`src/rtl/output_acc_controller.sv`:
```
// Sequences the output shifter/accumulator register: per tile, clear/capture each K-tile, fold it into acc, then drain the row.
// Latency: start -> CLR next cycle, first load_en-eligible cycle 2 clk after start; drain takes ARRAY_HEIGHT accepted words.
// Backpressure: col_valid gaps stall LOAD, out_ready low stalls DRAIN; beat holds, nothing lost or duplicated.
//
// Ports:
//   clk, rst_n          clock, asynchronous active-low reset
//   start, num_k_tiles  tile request (sampled only in IDLE); 0 K-tiles is treated as 1
//   col_valid           partial-sum beat present from the array
//   out_ready           downstream accepts a drained word
//   load_en, load_clear, acc_enable, acc_clear, out_en   control pins of the output register
//   busy, done, k_cnt, err_overrun                       status
//   stall_cnt           only when OUT_ACC_CTRL_PERF_EN is defined: LOAD/DRAIN stall cycles
//
// Optional feature macro: OUT_ACC_CTRL_PERF_EN (adds stall_cnt).

module output_acc_controller #(
    parameter int ARRAY_HEIGHT = 8,
    parameter int KT_W         = 8
) (
    input  logic            clk,
    input  logic            rst_n,
    input  logic            start,
    input  logic [KT_W-1:0] num_k_tiles,
    input  logic            col_valid,
    input  logic            out_ready,
    output logic            load_en,
    output logic            load_clear,
    output logic            acc_enable,
    output logic            acc_clear,
    output logic            out_en,
    output logic            busy,
    output logic            done,
    output logic [KT_W-1:0] k_cnt,
    output logic            err_overrun
`ifdef OUT_ACC_CTRL_PERF_EN
    ,
    output logic [15:0]     stall_cnt
`endif
);

    localparam int BW = (ARRAY_HEIGHT > 2) ? $clog2(ARRAY_HEIGHT) : 1;
    localparam logic [BW-1:0] LAST_BEAT = BW'(ARRAY_HEIGHT - 1);

    typedef enum logic [2:0] {
        S_IDLE  = 3'd0,
        S_CLR   = 3'd1,
        S_LOAD  = 3'd2,
        S_ACC   = 3'd3,
        S_DRAIN = 3'd4,
        S_DONE  = 3'd5
    } state_t;

    state_t          state;
    logic [BW-1:0]   beat;
    logic [KT_W-1:0] kt;
    logic            start_acc;
    logic            more_k;

    assign start_acc = (state == S_IDLE) && start;
    // Compare one bit wider so k_cnt+1 cannot wrap when kt is all-ones.
    assign more_k    = ({1'b0, k_cnt} + {{KT_W{1'b0}}, 1'b1}) < {1'b0, kt};

    // Strobes are pure decodes of the state register; only load_en and
    // out_en additionally follow their handshake inputs in the same cycle.
    assign load_clear = (state == S_CLR);
    assign acc_clear  = (state == S_CLR) && (k_cnt == '0);
    assign load_en    = (state == S_LOAD) && col_valid;
    assign acc_enable = (state == S_ACC);
    assign out_en     = (state == S_DRAIN) && out_ready;
    assign busy       = (state != S_IDLE);
    assign done       = (state == S_DONE);

    always_ff @(posedge clk or negedge rst_n) begin
        if (!rst_n) begin
            state       <= S_IDLE;
            beat        <= '0;
            kt          <= '0;
            k_cnt       <= '0;
            err_overrun <= 1'b0;
        end else begin
            // A new tile clears the sticky error; otherwise any beat offered
            // while we are not capturing is flagged.
            if (start_acc)
                err_overrun <= 1'b0;
            else if (col_valid && (state != S_LOAD))
                err_overrun <= 1'b1;

            unique case (state)
                S_IDLE: begin
                    if (start) begin
                        kt    <= (num_k_tiles == '0) ? KT_W'(1) : num_k_tiles;
                        k_cnt <= '0;
                        state <= S_CLR;
                    end
                end
                S_CLR: begin
                    beat  <= '0;
                    state <= S_LOAD;
                end
                S_LOAD: begin
                    if (col_valid) begin
                        if (beat == LAST_BEAT)
                            state <= S_ACC;
                        else
                            beat <= beat + 1'b1;
                    end
                end
                S_ACC: begin
                    if (more_k) begin
                        k_cnt <= k_cnt + 1'b1;
                        state <= S_CLR;
                    end else begin
                        beat  <= '0;
                        state <= S_DRAIN;
                    end
                end
                S_DRAIN: begin
                    if (out_ready) begin
                        if (beat == LAST_BEAT)
                            state <= S_DONE;
                        else
                            beat <= beat + 1'b1;
                    end
                end
                S_DONE: begin
                    state <= S_IDLE;
                end
                default: begin
                    state <= S_IDLE;
                end
            endcase
        end
    end

`ifdef OUT_ACC_CTRL_PERF_EN
    always_ff @(posedge clk or negedge rst_n) begin
        if (!rst_n) begin
            stall_cnt <= '0;
        end else if (start_acc) begin
            stall_cnt <= '0;
        end else if (((state == S_DRAIN) && !out_ready) ||
                     ((state == S_LOAD) && !col_valid)) begin
            if (stall_cnt != 16'hFFFF)
                stall_cnt <= stall_cnt + 16'd1;
        end
    end
`endif

endmodule

```
`config.mk`:
```
export PLATFORM = sky130hd
export DESIGN_NAME = output_acc_controller
export DESIGN_NICKNAME = d
export VERILOG_FILES = /design/src/rtl/output_acc_controller.sv
export SDC_FILE = /design/constraint.sdc
export NUM_CORES = 1
export LEC_CHECK = 0
export ABC_AREA = 1
export ABC_CLOCK_PERIOD_IN_PS = 6800
export BUFFER_PORTS_ARGS = -buffer_cell sky130_fd_sc_hd__clkbuf_2
export CAP_MARGIN = 20
export CORE_UTILIZATION = 55
export DETAILED_ROUTE_END_ITERATION = 7
export PLACE_DENSITY = 0.91
export SYNTH_ARGS = -nofsm -noshare
export SYNTH_HDL_FRONTEND = slang
export SYNTH_SLANG_ARGS = --single-unit
```
`constraint.sdc`:
```
create_clock -name clk -period 6.8 [get_ports clk]
set_clock_uncertainty 0.15 [all_clocks]
set_input_delay 0.68 -clock clk [delete_from_list [all_inputs] [get_ports clk]]
set_output_delay 0.68 -clock clk [all_outputs]
set_load 0.005 [all_outputs]
```
==> summary.md, run 1 <==
| Metric | Value |
|---|---|
| Critical-path maximum fanout | `14` |
| Number of synthesized flops with an enable pin | `0` |
| Post-synthesis adder-cell area fraction | `around 9.0%` |
| Worst slew pin tran | `0.569 ns` |
| Met3 WL | `120 um` |
| Crit path capture type | `flop` |
| Ranking of synthesized cells by area | `dfrtp_1 38%, nand2_1 15%, ha_1 9.0%` |
| Async SR Flop Fraction | `100%` |
| Final Hold Vio Count | `0` |
| Top-area cell type share of the netlist area | `~38%` |
| Pwr Total | `0.512 mW` |
| Synth Area in Simple Gates | `35.7%` |
| Distinct cells, synth | `24` |
| Yosys synthesis warning count | `0` |
| Clk buf depth | `2` |
| WP data required | `roughly 7 ns` |
| Crit-path cells | `ha_1 -> nand3_2 -> nor2_1 -> xor2_1 -> inv_1 -> ha_1 -> nand2_1 -> nand2_1 -> nand2_1 -> nand2_1 -> nor2_1 -> nand3_4 -> nand2_2 -> nand2_1 -> nand2_1` |
| Cell count after synthesis | `214` |
| Initial cell density of the core | `60.0%` |
| Mean Syn Cell Area | `7.14 um2` |
| Dpl ws | `4.16 ns` |
| Endpoints failing setup | `0` |
| Gpl congestion | `0.829` |
| CTS Hold Bufs | `0` |
| Post-synth top cells | `60 x nand2_1, 35 x inv_1, 23 x dfrtp_1, 22 x nor2_1, 19 x nand3_1` |
| Final period utilization | `39.0%` |
| CP Launch Type | `flop` |
| Htree depth | `1` |
| CTS tree | `done` |
| Hold crit path type | `primary input to async pin` |
| Relative max-transition margin | `62.1%` |
| GRT Util Overall | `24.2%` |
| Clock sink count | `23` |
| Synth Area in Compound Gates | `4.59%` |
| Clk slew on worst S/H paths | `0.12 ns` |
| RSZ-0062 raised after global routing | `no` |
| Die area | `2990 um2` |
| M1 wire length | `1.34 mm` |
| Pin count of the biggest net entering global routing | `24` |
| Pwr Density | `between 300 and 400 nW/um2` |
| Fraction of layout cells with a size suffix above 1 | `19.3%` |
| Inserted Diodes | `0` |
| Final #Nets | `268` |
| Area Overhead vs Synth | `11.5%` |
| Initial antenna violation count | `0` |
| Top sig layer | `met4` |
| Final setup margin | `4.15 ns` |
| Ys flop type | `dfrtp_1` |
| DRC viols | `0` |
| Synth Register Bits | `23` |
| Drt wl/cell | `10.8 um` |
| Critical Path AT | `2.76 ns` |
| Design area | `1700 um2` |
| CP bufs+invs | `1` |
| Period minus WS final | `approximately 2.7 ns` |
| CTS root buffer | `clkbuf_4` |
| Synth area leader | `dfrtp_1` |
| CTS Buf Count | `3` |
| First-pass DRT Iterations | `4` |
| CP max stage cell | `dfrtp_1` |
| Max frequency | `about 380 MHz` |
| Kind of critical path | `flop to flop` |
| Buffers on Ports | `28` |
| Die W | `around 55 um` |
| Via count | `between 1k and 1.5k` |
| Synth Net Count | `238` |
| Fin Hold WS | `0.181 ns` |
| TNS Setup | `0 ns` |
| HPWL Detailed | `2.31 mm` |
| Clk_lat worst skew | `0.31 ns` |
| Post-synthesis mux area share | `0%` |
| Routed WL | `about 3.0 mm` |
| DP Area | `1680 um2` |
| Leak Pwr | `0.994 nW` |
| Post-CTS setup buffer count | `0` |
| Run status | `complete, no violations` |
| Vias per cell | `between 4 and 5` |
| Synth Area in XOR/XNOR | `1.15%` |
| Max VDD drop | `roughly 200 uV` |
| Register area share after synthesis | `37.7%` |
| Worst path most repeated cell | `nand2_1` |
| First-pass GRT wire length | `5.16 mm` |
| CP top delay family | `simple AND/OR/NAND/NOR gates` |
| Routed Antenna Nets | `0` |
| Cell Area, Synth | `1530 um2` |
| Die Span Y | `54.7 um` |
| Overflow after GRT | `0` |
| Metal2 WL | `1.45 mm` |
| Post-CTS Resized | `0` |
| Iteration-0 DRC Markers | `28` |
| Count leader, synth | `nand2_1` |
| I/O Pins | `29` |
| Core ar. | `2540 um2` |
| Max_cap viols | `0` |
| Slew Limit Fails | `0` |
| Vias in the first global route | `roughly 1.3k` |
| Fillers | `between 200 and 250` |
| Largest family of logic cells by synthesized area | `simple AND/OR/NAND/NOR gates` |
| CP max stage delay | `0.46 ns` |
| Rows | `18` |
[kinds of logic (layout without fill, tap and decap cells)]
| logic type | Yosys count | count (layout) |
|---|---|---|
| adder cells (fa/ha/maj) | 11 | 11 |
| flip-flops | 23 | 23 |
| AO/OA/AOI/OAI | 14 | 14 |
| buffers and inverters | 44 | 73 |
| XOR/XNOR | 2 | 2 |
| AND/OR/NAND/NOR | 120 | 120 |
[layout by cell type (no fill, tap or decap), types with 3 or more instances in the layout]
cell      count
nor3_1        4
inv_1        35
a21oi_1       4
ha_1         11
clkbuf_4      3
dfrtp_1      23
nand2_2       3
inv_2         6
nor2_1       22
o21ai_0       8
nand3_1      19
clkbuf_2     28
nand2_1      60
[where the power goes]
group	switching (mW)	leakage, nW	internal, mW
logic	0.159	0.679	0.0862
clock network	0.0406	0.0150	0.0230
registers	0.0263	0.300	0.177
total	0.226	0.994	0.286
[through the flow]
| step | util, % | std cells |
|---|---|---|
| CTS | 67.0 | 273 |
| finish | 67.0 | 273 |
| global placement | 65.9 | 269 |
| global route | 67.0 | 273 |
| floorplan | - | 214 |
| detailed placement | 65.9 | 269 |
[worst paths after layout]
kind,startpoint,to,cells after the start,slack [ns]
worst max-delay path,k_cnt[0],k_cnt[3],15,4.15
worst min-delay path,rst_n,state[2],1,0.18
worst min register to register,beat[1],beat[1],2,0.36
min in group clk,beat[1],beat[1],2,0.36
worst max register to register,k_cnt[0],k_cnt[3],15,4.15
max in group asynchronous,rst_n,beat[1],1,5.94
[registers in the layout, summed over array words and instances, names as in the netlist]
| name | count |
|---|---|
| beat | 3 |
| err_overrun | 1 |
| k_cnt | 8 |
| kt | 8 |
| state | 3 |
[layer usage]
metal / GRT usage [%] / up-vias
met4: 9.83 / 0
met2: 43.6 / 33
met5: 0 / -
met3: 4.17 / 5
met1: 27.7 / 600
li1: - / 722
[layout make-up]
class                           instances  area, um2  share of cell area [%]
Clock buffer                            4       26.3                    1.54
Timing Repair Buffer                   28        140                    8.22
Inverter                               41        154                    9.03
Sequential cell                        23        576                    33.8
Multi-Input combinational cell        147        771                    45.2
Tap cell                               30       37.5                    2.20
No activity file was read; power rests on OpenSTA's default activity.
==> run 2, diff against run 1 <==
--- a/config.mk
+++ b/config.mk
@@ -6,12 +6,12 @@
 export NUM_CORES = 1
 export LEC_CHECK = 0
 export ABC_AREA = 1
-export ABC_CLOCK_PERIOD_IN_PS = 6800
+export ABC_CLOCK_PERIOD_IN_PS = 2200
 export BUFFER_PORTS_ARGS = -buffer_cell sky130_fd_sc_hd__clkbuf_2
 export CAP_MARGIN = 20
-export CORE_UTILIZATION = 55
+export CORE_UTILIZATION = 49
 export DETAILED_ROUTE_END_ITERATION = 7
-export PLACE_DENSITY = 0.91
+export PLACE_DENSITY = 0.87
 export SYNTH_ARGS = -nofsm -noshare
 export SYNTH_HDL_FRONTEND = slang
 export SYNTH_SLANG_ARGS = --single-unit
==> constraint.sdc (replaced) <==
create_clock -name clk -period 2.2 [get_ports clk]
set_clock_uncertainty 0.15 [all_clocks]
set_input_delay 0.22 -clock clk [delete_from_list [all_inputs] [get_ports clk]]
set_output_delay 0.22 -clock clk [all_outputs]
set_load 0.005 [all_outputs]
==> run 2 against run 1 <==
Net effect: the flow now finishes with violations (DRC, setup timing); largest power group unchanged; via count increased by 21%; design area increased by 28%; worst setup slack got worse by 4.4 ns; count of clock-buffer cells in the layout decreased by 1; non-clock buffer count increased by 35; fmax increased by 9.6%; worst hold slack improved by 0.038 ns; largest cell class unchanged.
==> summary.md, run 2 (synthesis gave the netlist of run 1 again) <==
| Metric | Value |
|---|---|
| Period minus WS final | `2.42 ns` |
| Htree depth | `1` |
| Pwr Total | `1.93 mW` |
| Max_cap viols | `0` |
| Relative max-transition margin | `between 60% and 70%` |
| CTS Buf Count | `3` |
| Die Span Y | `57.8 um` |
| DRC viols | `2` |
| Iteration-0 DRC Markers | `between 100 and 150` |
| GR peak layer | `met2` |
| Routing usage on met3 | `under 10%` |
| Commonest non-fill, non-tap cell in the layout | `nand2_1` |
| Die W | `57.8 um` |
| Gpl congestion | `0.872` |
| Routed Antenna Nets | `0` |
| Worst path most repeated cell | `nand2_1` |
| Final #Nets | `304` |
| GRT Util Overall | `26.1%` |
| Regs by FF count | `k_cnt x8, kt x8` |
| Commonest non-fill, non-tap cells in the layout | `50 x nand2_1, 34 x inv_1, 28 x clkbuf_2, 23 x buf_4, 20 x dfrtp_1` |
| Inserted Diodes | `0` |
| Final period utilization | `110%` |
| Routed WL | `about 4.7 mm` |
| Worst r2r src | `k_cnt[1]` |
| Max frequency | `413 MHz` |
| Run status | `finished, violations left` |
| Endpoints failing setup | `12` |
| Initial cell density of the core | `53.6%` |
| Clk_lat worst skew | `0.35 ns` |
| Finished Layout Cells | `between 300 and 400` |
| Rows | `19` |
| First-pass GRT wire length | `6.66 mm` |
| I/O Pins | `29` |
| Kind of critical path | `flop to flop` |
| Placed cell count | `287` |
| First-pass DRT Iterations | `6` |
| Worst Setup SP | `k_cnt[1]` |
| Clk buf depth | `2` |
| Crit path capture type | `flop` |
| Critical Path AT | `2.52 ns` |
| Final Hold Vio Count | `0` |
| Met1 GRT Util | `32.9%` |
| Final setup margin | `-0.221 ns` |
| Fin Hold WS | `0.219 ns` |
| Clock sink count | `23` |
| Initial antenna violation count | `0` |
| Leak Pwr | `approximately 1.2 nW` |
| Via count | `1,651` |
| Max VDD drop | `about 520 uV` |
| CP Launch Type | `flop` |
| Fraction of layout cells with a size suffix above 1 | `approximately 37%` |
| CP bufs+invs | `2` |
| Failing checks | `DRC, setup timing` |
| Pwr Density | `881 nW/um2` |
| CP max stage delay | `0.45 ns` |
| CTS tree | `done` |
| Die area | `between 3000 and 4000 um2` |
| CP top delay family | `simple AND/OR/NAND/NOR gates` |
| Core ar. | `2850 um2` |
| CTS root buffer | `clkbuf_4` |
| Clk slew on worst S/H paths | `0.15 ns` |
| Overflow after GRT | `0` |
| HPWL Detailed | `about 2.6 mm` |
| GR Util met2 | `43.3%` |
| RSZ-0062 raised after global routing | `yes` |
| Vias per cell | `5.33` |
| Critical-path maximum fanout | `7` |
| Slew Limit Fails | `0` |
| Buffers on Ports | `28` |
| Drt wl/cell | `15.1 um` |
| Crit-path cells | `ha_4 -> nand3_4 -> nor2_4 -> xor2_1 -> inv_1 -> ha_4 -> nand2_2 -> nand2_1 -> nand2_1 -> nand2_2 -> nor2_4 -> buf_4 -> nand3_4 -> nand3_1 -> nand2_1` |
| Pin count of the biggest net entering global routing | `24` |
| Vias in the first global route | `1,538` |
| CP max stage cell | `dfrtp_2` |
| WP data required | `2.30 ns` |
| Hold crit path type | `primary input to async pin` |
| Area Overhead vs Synth | `43.3%` |
| Worst slew pin tran | `0.594 ns` |
## run 2: timing repair
| item | 4_1_cts | 5_1_grt |
|---|---|---|
| hold buffers | 10 | 0 |
| setup endpoints to repair | 12 | 13 |
| resized for setup | 6 | 26 |
| endpoints found under the hold margin | 32 | 0 |
| gates cloned | 1 | 0 |
| pin swaps | 11 | 9 |
| setup buffers | 3 | 5 |
## run 2: worst paths after layout
path | end | depth (start not counted) | slack, ns
max reg2reg | k_cnt[7] | 15 | -0.22
min in group clk | state[0] | 5 | 0.22
max | k_cnt[7] | 15 | -0.22
min reg2reg | beat[1] | 2 | 0.35
min | k_cnt[4] | 2 | 0.22
max in group asynchronous | k_cnt[1] | 2 | 1.26
## run 2: power breakdown
| part | internal (mW) | total [mW] | switching (mW) |
|---|---|---|---|
| clock | 0.0701 | 0.224 | 0.154 |
| combinational | 0.400 | 1.07 | 0.669 |
| sequential | 0.548 | 0.636 | 0.0878 |
| total | 1.02 | 1.93 | 0.911 |
## run 2: cell type report
| class | count | area [um2] |
|---|---|---|
| inverters | 41 | 154 |
| well taps | 31 | 38.8 |
| fillers | 173 | 663 |
| clock inverters | 1 | 7.51 |
| multi-input cells | 148 | 943 |
| clock buffers | 3 | 22.5 |
| flip-flops and latches | 23 | 579 |
| repair buffers | 63 | 444 |
## run 2: worst register-to-register path: cells and delay by family (launching register included)
family,cells,cell delay [ns]
buffers and inverters,2,0.26
flip-flops,1,0.45
AND/OR/NAND/NOR,10,0.84
XOR/XNOR,1,0.20
adder cells (fa/ha/maj),2,0.41
## run 2: stage by stage
step	utilization (%)	setup TNS, ns	worst slack (ns)	instance area (um2)
floorplan	-	-0.362	-0.0437	1570
global placement	64.6	-0.699	-0.0883	1840
detailed placement	64.6	-2.01	-0.217	1840
CTS	71.3	-1.63	-0.171	2030
global route	76.8	-3.24	-0.294	2190
finish	76.8	-2.26	-0.221	2190
## run 2: routing by layer
metal / vias to the layer above / wire length (um)
met5: - / 0
met2: 63 / 2330
li1: 800 / -
met1: 772 / 1950
met4: 0 / 186
met3: 16 / 227
==> run 3, diff against run 2 <==
--- a/config.mk
+++ b/config.mk
@@ -6,12 +6,14 @@
 export NUM_CORES = 1
 export LEC_CHECK = 0
 export ABC_AREA = 1
-export ABC_CLOCK_PERIOD_IN_PS = 2200
+export ABC_CLOCK_PERIOD_IN_PS = 2520
 export BUFFER_PORTS_ARGS = -buffer_cell sky130_fd_sc_hd__clkbuf_2
 export CAP_MARGIN = 20
-export CORE_UTILIZATION = 49
+export CORE_UTILIZATION = 55
 export DETAILED_ROUTE_END_ITERATION = 7
-export PLACE_DENSITY = 0.87
+export PLACE_DENSITY = 0.91
+export SETUP_SLACK_MARGIN = 0.4
 export SYNTH_ARGS = -nofsm -noshare
 export SYNTH_HDL_FRONTEND = slang
 export SYNTH_SLANG_ARGS = --single-unit
+export TNS_END_PERCENT = 10
==> constraint.sdc (replaced) <==
create_clock -name clk -period 2.52 [get_ports clk]
set_clock_uncertainty 0.15 [all_clocks]
set_input_delay 0.252 -clock clk [delete_from_list [all_inputs] [get_ports clk]]
set_output_delay 0.252 -clock clk [all_outputs]
set_load 0.005 [all_outputs]
==> run 3 against run 2 <==
Net effect: the run now ends clean; sequential share of layout area rose by 2.9 points; flip-flop and latch count unchanged; die area shrank 11%; via count down 5.5%; combinational power shrank 20%; core utilization up 0.88 points; worst hold slack got worse by 0.21 ns; non-clock buffer count decreased by 20; global-route usage is 2.9 points higher; first-iteration DRC count down 36%; critical endpoint is now k_cnt[6]; highest routed layer unchanged.
==> summary.md, run 3 (synthesis gave the netlist of run 1 again) <==
| Metric | Value |
|---|---|
| Clock sink count | `23` |
| Design area | `1980 um2` |
| Gpl congestion | `0.839` |
| RSZ-0062 raised after global routing | `yes` |
| Core ar. | `around 2500 um2` |
| Internal | `0.848 mW` |
| Part of the power in combinational logic | `53.8%` |
| Critical Path AT | `2.45 ns` |
| Commonest non-fill, non-tap cell in the layout | `nand2_1` |
| CTS tree | `done` |
| Finished Layout Cells | `just under 300` |
| Hold crit path type | `primary input to flop` |
| Overflow after GRT | `0` |
| Routed Antenna Nets | `0` |
| Fillers | `168` |
| WP data required | `2.60 ns` |
| Endpoints failing setup | `0` |
| Commonest non-fill, non-tap cells in the layout | `55 x nand2_1, 33 x inv_1, 28 x clkbuf_2, 19 x dfrtp_1, 18 x nor2_1` |
| Vias per cell | `5.40` |
| Area Overhead vs Synth | `29.3%` |
| DRC viols | `0` |
| Regs by FF count | `k_cnt x8, kt x8` |
| Die W | `54.7 um` |
| Routed WL | `4.09 mm` |
| Kind of critical path | `flop to flop` |
| Buffers on Ports | `28` |
| Iteration-0 DRC Markers | `72` |
| Drt wl/cell | `14.1 um` |
| Slew Limit Fails | `0` |
| Rows | `18` |
| Pin count of the biggest net entering global routing | `24` |
| HPWL Detailed | `2.51 mm` |
| Period minus WS final | `2.38 ns` |
| Max_cap viols | `0` |
| First-pass GRT wire length | `approximately 6 mm` |
| Die area | `2990 um2` |
| Initial antenna violation count | `0` |
| Fraction of layout cells with a size suffix above 1 | `33.2%` |
| Placed cell count | `between 200 and 300` |
| Final setup margin | `0.145 ns` |
| Clk pwr share | `between 10% and 20%` |
| Crit path capture type | `flop` |
| TNS Setup | `0 ns` |
| Net switching power | `0.735 mW` |
| Pwr Total | `1.58 mW` |
| Final core occ | `77.6%` |
| Dpl ws | `-0.0656 ns` |
| Sequential power share | `34.8%` |
| Final Hold Vio Count | `0` |
| Leak Pwr | `~1.1 nW` |
| Critical-path maximum fanout | `8` |
| Htree depth | `1` |
| Max frequency | `421 MHz` |
| First-pass DRT Iterations | `5` |
| Die Span Y | `between 50 and 60 um` |
| Final period utilization | `94.2%` |
| Multi-input logic area | `between 900 and 1000 um2` |
| CP Launch Type | `flop` |
| Initial cell density of the core | `around 60%` |
| DP Area | `about 1700 um2` |
| CTS Buf Count | `3` |
| Clk_lat worst skew | `between 0.3 and 0.4 ns` |
| Vias in the first global route | `1,401` |
| Fin Hold WS | `0.00532 ns` |
| Final #Nets | `284` |
| Clk buf depth | `2` |
| Pwr Density | `approximately 800 nW/um2` |
| Worst slew pin tran | `0.579 ns` |
| Max VDD drop | `643 uV` |
| CTS root buffer | `clkbuf_4` |
| Via count | `1,560` |
| Relative max-transition margin | `61.4%` |
| Run status | `complete, no violations` |
| Clk slew on worst S/H paths | `0.14 ns` |
| Switching share of power | `46.4%` |
| Sequential cell area | `581 um2` |
| I/O Pins | `29` |
| GRT Util Overall | `29.0%` |
| Inserted Diodes | `0` |
-- run 3: cell count changes in the layout (fill, tap and decap cells not counted), moves of 2 or more --
cell           before  now
nand2_1            50   55
nand2_2             9    6
nor2_2              4    2
dlygate4sd3_1      10    1
nand3_2             6    4
buf_4              23   13
-- run 3: final cells by class --
cell class,instances,share of cell area [%]
multi-input combinational,148,46.5
timing repair buffer,43,13.1
inverter,41,7.79
sequential,23,29.4
tap,30,1.90
clock buffer,4,1.33
-- run 3: worst max-delay path: stages (launching register included) --
cell and delay, ns:
dfrtp_2 0.45, buf_4 0.16, buf_4 0.13, inv_1 0.08
ha_1 0.25, ha_1 0.28, nand2_1 0.05, nor2_1 0.10
nand2_1 0.08, nand3_2 0.10, nand2_4 0.09, nand3_4 0.15
nand2_4 0.10, nand2_1 0.08, nand2_1 0.05
-- run 3: per-layer routing --
layer / vias up / GRT usage (%) / wire (um)
li1: 758 / - / -
met1: 717 / 35.2 / 1750
met5: - / 0 / 0
met3: 19 / 6.11 / 278
met4: 0 / 8.97 / 112
met2: 66 / 50.4 / 1940
-- run 3: final timing paths --
path	startpoint	end	slack, ns	depth (start not counted)
hold reg to reg	beat[1]	beat[1]	0.35	2
hold / removal	num_k_tiles[2]	kt[2]	0.005	3
setup / recovery	k_cnt[1]	k_cnt[6]	0.14	14
setup reg to reg	k_cnt[1]	k_cnt[6]	0.14	14
max in group asynchronous	rst_n	k_cnt[2]	1.52	2
min in group asynchronous	rst_n	k_cnt[5]	0.29	2
-- run 3: what timing repair did --
item | in CTS | in global routing
endpoints found under the setup margin | 13 | 14
resized for setup | 9 | 17
hold buffers | 1 | 0
hold endpoints to repair | 23 | 0
pin swaps | 8 | 10
gates cloned | 1 | 0
setup buffers | 8 | 4
-- run 3: power by group through the flow --
stage          clock network [mW]  logic, mW  registers, mW
5_1_grt                     0.198      0.948          0.563
4_1_cts                     0.178      0.797          0.549
2_1_floorplan                   0      0.526          0.551
3_3_place_gp                    0      0.665          0.562
3_5_place_dp                    0      0.695          0.567
6_report                    0.181      0.851          0.551
